<file path="src/rtl/pio_edge_poller.sv">
// rtl/pio_edge_poller.sv - Avalon-MM master that polls an edge-capture PIO and queues captured events.
module pio_edge_poller #(
  parameter int POLL_DIV   = 16,
  parameter int FIFO_DEPTH = 4,
  parameter int LVL_W      = 3
) (
  input  logic             clk,
  input  logic             reset_n,
  input  logic             enable,
  output logic [1:0]       avm_address,
  output logic             avm_chipselect,
  output logic             avm_write_n,
  output logic [31:0]      avm_writedata,
  input  logic [31:0]      avm_readdata,
  output logic             evt_valid,
  input  logic             evt_ready,
  output logic [7:0]       evt_capture,
  output logic [7:0]       evt_data,
  output logic [LVL_W-1:0] fifo_level,
  output logic             irq
);

  localparam int PTR_W = LVL_W - 1;
  localparam int TMR_W = $clog2(POLL_DIV);

  typedef enum logic [2:0] {
    IDLE, CAP_REQ, CAP_SAMPLE, DAT_REQ, DAT_SAMPLE, CLR, PUSH
  } state_t;

  state_t           state, state_nxt;
  logic [TMR_W-1:0] timer;
  logic [7:0]       cap_reg, dat_reg;
  logic             start, push, pop;

  logic [15:0]      mem [FIFO_DEPTH];
  logic [PTR_W-1:0] wr_ptr, rd_ptr;
  logic [15:0]      last_q, head;
  logic             unused_readdata;

  assign unused_readdata = ^avm_readdata[31:8];

  // A tick is pending while the timer sits at zero; it is consumed only by an actual poll start.
  assign start = (state == IDLE) && (timer == '0) && enable && (fifo_level < LVL_W'(FIFO_DEPTH));
  assign push  = (state == PUSH);
  assign pop   = evt_valid && evt_ready;

  always_ff @(posedge clk or negedge reset_n) begin
    if (!reset_n) begin
      state   <= IDLE;
      timer   <= TMR_W'(POLL_DIV - 1);
      cap_reg <= '0;
      dat_reg <= '0;
    end else begin
      state <= state_nxt;
      if (start)
        timer <= TMR_W'(POLL_DIV - 1);
      else if (timer != '0)
        timer <= timer - TMR_W'(1);
      if (state == CAP_SAMPLE)
        cap_reg <= avm_readdata[7:0];
      if (state == DAT_SAMPLE)
        dat_reg <= avm_readdata[7:0];
    end
  end

  always_comb begin
    state_nxt      = state;
    avm_address    = 2'd0;
    avm_chipselect = 1'b0;
    avm_write_n    = 1'b1;
    avm_writedata  = 32'd0;
    case (state)
      IDLE: if (start) state_nxt = CAP_REQ;
      CAP_REQ: begin
        avm_address    = 2'd3;
        avm_chipselect = 1'b1;
        state_nxt      = CAP_SAMPLE;
      end
      CAP_SAMPLE: begin
        avm_address    = 2'd3;
        avm_chipselect = 1'b1;
        state_nxt      = (avm_readdata[7:0] == 8'd0) ? IDLE : DAT_REQ;
      end
      DAT_REQ: begin
        avm_chipselect = 1'b1;
        state_nxt      = DAT_SAMPLE;
      end
      DAT_SAMPLE: begin
        avm_chipselect = 1'b1;
        state_nxt      = CLR;
      end
      CLR: begin
        // Clear only what was captured so later edges on other bits survive.
        avm_address    = 2'd3;
        avm_chipselect = 1'b1;
        avm_write_n    = 1'b0;
        avm_writedata  = {24'd0, cap_reg};
        state_nxt      = PUSH;
      end
      PUSH:    state_nxt = IDLE;
      default: state_nxt = IDLE;
    endcase
  end

  always_ff @(posedge clk) begin
    if (push)
      mem[wr_ptr] <= {cap_reg, dat_reg};
  end

  always_ff @(posedge clk or negedge reset_n) begin
    if (!reset_n) begin
      wr_ptr     <= '0;
      rd_ptr     <= '0;
      fifo_level <= '0;
      last_q     <= '0;
    end else begin
      if (push)
        wr_ptr <= wr_ptr + PTR_W'(1);
      if (pop) begin
        rd_ptr <= rd_ptr + PTR_W'(1);
        last_q <= mem[rd_ptr];
      end
      case ({push, pop})
        2'b10:   fifo_level <= fifo_level + LVL_W'(1);
        2'b01:   fifo_level <= fifo_level - LVL_W'(1);
        default: fifo_level <= fifo_level;
      endcase
    end
  end

  // The head shows the last popped entry while empty instead of a stale slot.
  assign evt_valid   = (fifo_level != '0);
  assign head        = evt_valid ? mem[rd_ptr] : last_q;
  assign evt_capture = head[15:8];
  assign evt_data    = head[7:0];
  assign irq         = evt_valid;

endmodule
</file>
<file path="config.mk">
export PLATFORM = sky130hd
export DESIGN_NAME = pio_edge_poller
export DESIGN_NICKNAME = d
export VERILOG_FILES = /design/src/rtl/pio_edge_poller.sv
export SDC_FILE = /design/constraint.sdc
export NUM_CORES = 1
export LEC_CHECK = 0
export BUFFER_PORTS_ARGS = -buffer_cell sky130_fd_sc_hd__buf_2
export CAP_MARGIN = 0
export CORE_MARGIN = 4
export CORE_UTILIZATION = 43
export CTS_BUF_LIST = sky130_fd_sc_hd__clkbuf_2
export CTS_CLUSTER_DIAMETER = 120
export CTS_CLUSTER_SIZE = 40
export DETAILED_ROUTE_END_ITERATION = 12
export GPL_TIMING_DRIVEN = 0
export PLACE_DENSITY_LB_ADDON = 0.25
export RECOVER_POWER = 100
export SLEW_MARGIN = 20
export SYNTH_ARGS = -nofsm -noshare
export SYNTH_HDL_FRONTEND = slang
export SYNTH_SLANG_ARGS = --single-unit
</file>
<file path="constraint.sdc">
create_clock -name clk -period 3.45 [get_ports clk]
set_input_delay 0.69 -clock clk [delete_from_list [all_inputs] [get_ports clk]]
set_output_delay 0.69 -clock clk [all_outputs]
set_load 0.01 [all_outputs]
</file>
==> flow_metrics.tcl <==
set metrics [dict create \
    fp.dieH_um 114 \
    post-route-min-period_ns 3.14 \
    fin_crit_sh_pct 91.1 \
    drv_slew 47 \
    hold_end "cap_reg[3]$_DFFE_PN0P_" \
    cp-start-kind "register" \
    p_sw_w 0.00147 \
    area_delta_synth_final_pct 11.3 \
    rsz0062_at_grt "no" \
    htree_levels 3 \
    clock_latency_ns 0.55 \
    fp.dieW_um 114 \
    clkPwrFrac_pct 13.4 \
    num-fill-cells 954 \
    antennaDiodeCount 0 \
    ys_types 39 \
    first_pass_iters 4 \
    netlist_area_um2 4820 \
    cts_setup_buffers 0 \
    register_area_um2 3080 \
    synthSimpleGateAreaFrac_pct 4.36 \
    wirelength_um 8470 \
    via_per_inst 4.83 \
    synth_area_per_cell_um2 16.7 \
    hold_depth 2 \
    fin_nets 411 \
    num_rows 38 \
    status "complete, but fails checks" \
    largest_reg_flops 64 \
    grt_pass1_vias 2592 \
    start_util_pct 44.2 \
    yosysWarningCount 0 \
    synth-seq-cells 110 \
    critical_path_class "reg2out" \
    internal_power_w 0.00286 \
    largest_register "mem" \
    ys_seq_area_share_pct 63.9 \
    ff2ff_path_depth 9 \
    pwr-share-comb_pct 37.9 \
    path_clk_slew_ns 0.29 \
    hp-start "avm_readdata[3]" \
    cts_tree "yes" \
    setup_viol 0 \
    maxCapViolations 1 \
    clock-sinks 110 \
    power_density_nw_per_um2 806 \
    reg_top3 "mem x64, last_q x16" \
    drtIter0Drc 96 \
    cpPeakStageDelay_ns 0.52 \
    numCtsBuffers 9 \
    grt_max_degree 47 \
    reg2reg_slack_ns 0.47 \
    vias 2466 \
    critical_path_depth 5 \
    crit_top_cell "clkbuf_1" \
    drc 0 \
    synth_compound_area_share_pct 2.16 \
    cts_root_buffer "clkbuf_2" \
    netlist_instances 289 \
    synth_mux_area_share_pct 19.8 \
    vdd_drop_max_uv 479 \
    min_path_type "in2reg" \
    worst_slew_pin_slew_ns 2.67 \
    fin_util_pct 49.2 \
    dp_hpwl_um 5730 \
    hold_violations 0 \
    synth_top_family_by_area "multiplexers" \
    wl_per_cell_um 16.6 \
    grt_usage_pct 14.0 \
    critPathCaptureType "primary output" \
    p_leak_nw 2.10 \
    detail-route-antenna-nets 0 \
    io_pins 93 \
    grt_pass1_wl_um 13800 \
    multiInputGateArea_um2 1510 \
    fin_tns_setup_ns 0 \
    worstPathArrival_ns 2.45 \
    cts_buffer_depth 2 \
    drive_gt1_share_pct 33.7 \
    routabilityCongestion 0.742 \
    grt_overflow_total 0 \
    pwr-share-seq_pct 48.7 \
    fmax_mhz 318 \
    portBuffers 44 \
    critPathBufInv 3 \
    antenna_found_initial 0 \
    dieArea_um2 13000 \
    synth-xor-area-share_pct 1.09 \
    slew_headroom_pct -78.0 \
    timing.rr.start "fifo_level[2]$_DFFE_PN0P_" \
    switching_share_pct 33.9 \
    regToRegEndpoint "fifo_level[2]$_DFFE_PN0P_" \
    crit_chain "or3_1 > clkbuf_1 > clkbuf_2 > mux2_2 > clkbuf_1" \
    crit_fanout 11 \
    violations "capacitance limit, slew limit" \
    cts_resized 0 \
    crit_family "buffers and inverters" \
    skew_ns 0.0346 \
    postCtsHoldBufs 0 \
    synth_fa_ha_area_share_pct 2.23 \
    core-area_um2 10900 \
    slowest_stage "dfrtp_1" \
    required_ns 2.76 \
]
[logic make-up after synthesis]
kind of cell | after synthesis
multiplexers | 66
flip-flops | 110
other | 1
adder cells (fa/ha/maj) | 8
buffers and inverters | 46
AND/OR/NAND/NOR | 35
AO/OA/AOI/OAI | 17
XOR/XNOR | 6
[metrics by stage]
stage,setup slack (ns),total power [W],cell area [um^2],instances,hold WS [ns]
4_1_cts,0.227,0.00445,5410,511,0.290
2_1_floorplan,1.16,0.00335,4900,312,0.394
5_1_grt,0.0942,0.00464,5360,511,0.337
6_report,0.308,0.00432,5360,511,0.401
3_3_place_gp,0.742,0.00381,5300,496,0.486
3_5_place_dp,0.726,0.00388,5300,496,0.496
[cells in the final DEF, fill, tap and decap left out, types with 2 or more instances in the layout]
cell	instances
edfxtp_1	64
mux2_2	49
dfrtp_1	42
clkbuf_1	30
buf_4	25
conb_1	24
buf_2	21
and2_0	11
inv_1	10
clkbuf_2	10
mux4_2	8
mux4_1	8
a21oi_1	7
ha_1	7
nor2_1	6
nand2_1	4
nor3b_1	3
o21ai_0	3
xor2_1	3
xnor2_1	3
dfstp_2	3
nand2b_1	2
nor3_1	2
or4_1	2
nor2b_1	2
o31ai_1	2
inv_6	2
[how the worst max path moves through the flow]
stage,startpoint,to,slack (ns)
after floorplan,evt_ready,fifo_level[2]$_DFFE_PN0P_,1.16
after global placement,evt_ready,fifo_level[2]$_DFFE_PN0P_,0.74
after detailed placement,evt_ready,fifo_level[2]$_DFFE_PN0P_,0.73
after CTS,rd_ptr[1]$_DFFE_PN0P_,evt_capture[3],0.23
after global routing,fifo_level[2]$_DFFE_PN0P_,evt_capture[2],0.09
final,fifo_level[2]$_DFFE_PN0P_,evt_capture[2],0.31
[cell usage after synthesis]
cell type,number,share of area [%]
dfstp_2,4,2.2
o21bai_1,1,0.16
o21ai_0,3,0.31
mux2_2,49,11
clkbuf_2,1,0.10
edfxtp_1,64,40
nor3b_2,1,0.26
buf_6,2,0.47
xor2_1,3,0.55
o31a_1,1,0.18
dfrtp_1,42,22
mux4_1,8,4.4
buf_4,26,4.1
mux4_2,8,3.7
nor3_2,1,0.21
buf_2,5,0.52
buf_12,1,0.42
mux2i_1,1,0.21
or4_1,2,0.31
nand4b_1,1,0.18
clkbuf_1,1,0.078
nor3b_1,2,0.31
ha_1,7,1.8
a21boi_0,1,0.16
a21o_1,1,0.16
a21oi_1,7,0.73
o31ai_1,2,0.31
and2_1,12,1.6
nand2b_1,2,0.26
or3_1,1,0.13
nand2_1,4,0.31
a22oi_1,1,0.16
inv_1,10,0.78
fa_1,1,0.42
nor3_1,1,0.10
conb_1,1,0.078
xnor2_1,3,0.55
nor2b_1,2,0.26
nor2_1,6,0.47
[power by group through the flow]
stage               Combinational [W]  Clock, W  Sequential (W)
floorplan                     0.00128         0         0.00207
CTS                           0.00174  0.000596         0.00211
detailed placement            0.00174         0         0.00214
finish                        0.00164  0.000580         0.00211
global placement              0.00170         0         0.00211
global route                  0.00183  0.000650         0.00217
[routing by layer]
metal / vias up / global-route usage (%) / wire [um]
li1: 1170 / - / -
met1: 1231 / 18.4 / 3760
met2: 54 / 23.9 / 4280
met3: 11 / 1.91 / 295
met4: 0 / 4.91 / 127
met5: - / 0 / 0
[final cells by class]
type | instances | area share [%]
sequential | 110 | 57.4
multi-input combinational | 156 | 28.1
buffer | 36 | 4.83
timing repair buffer | 44 | 3.55
tap | 140 | 3.27
clock inverter | 6 | 1.28
clock buffer | 9 | 0.840
inverter | 10 | 0.700
No activity file was read; power rests on OpenSTA's default activity.
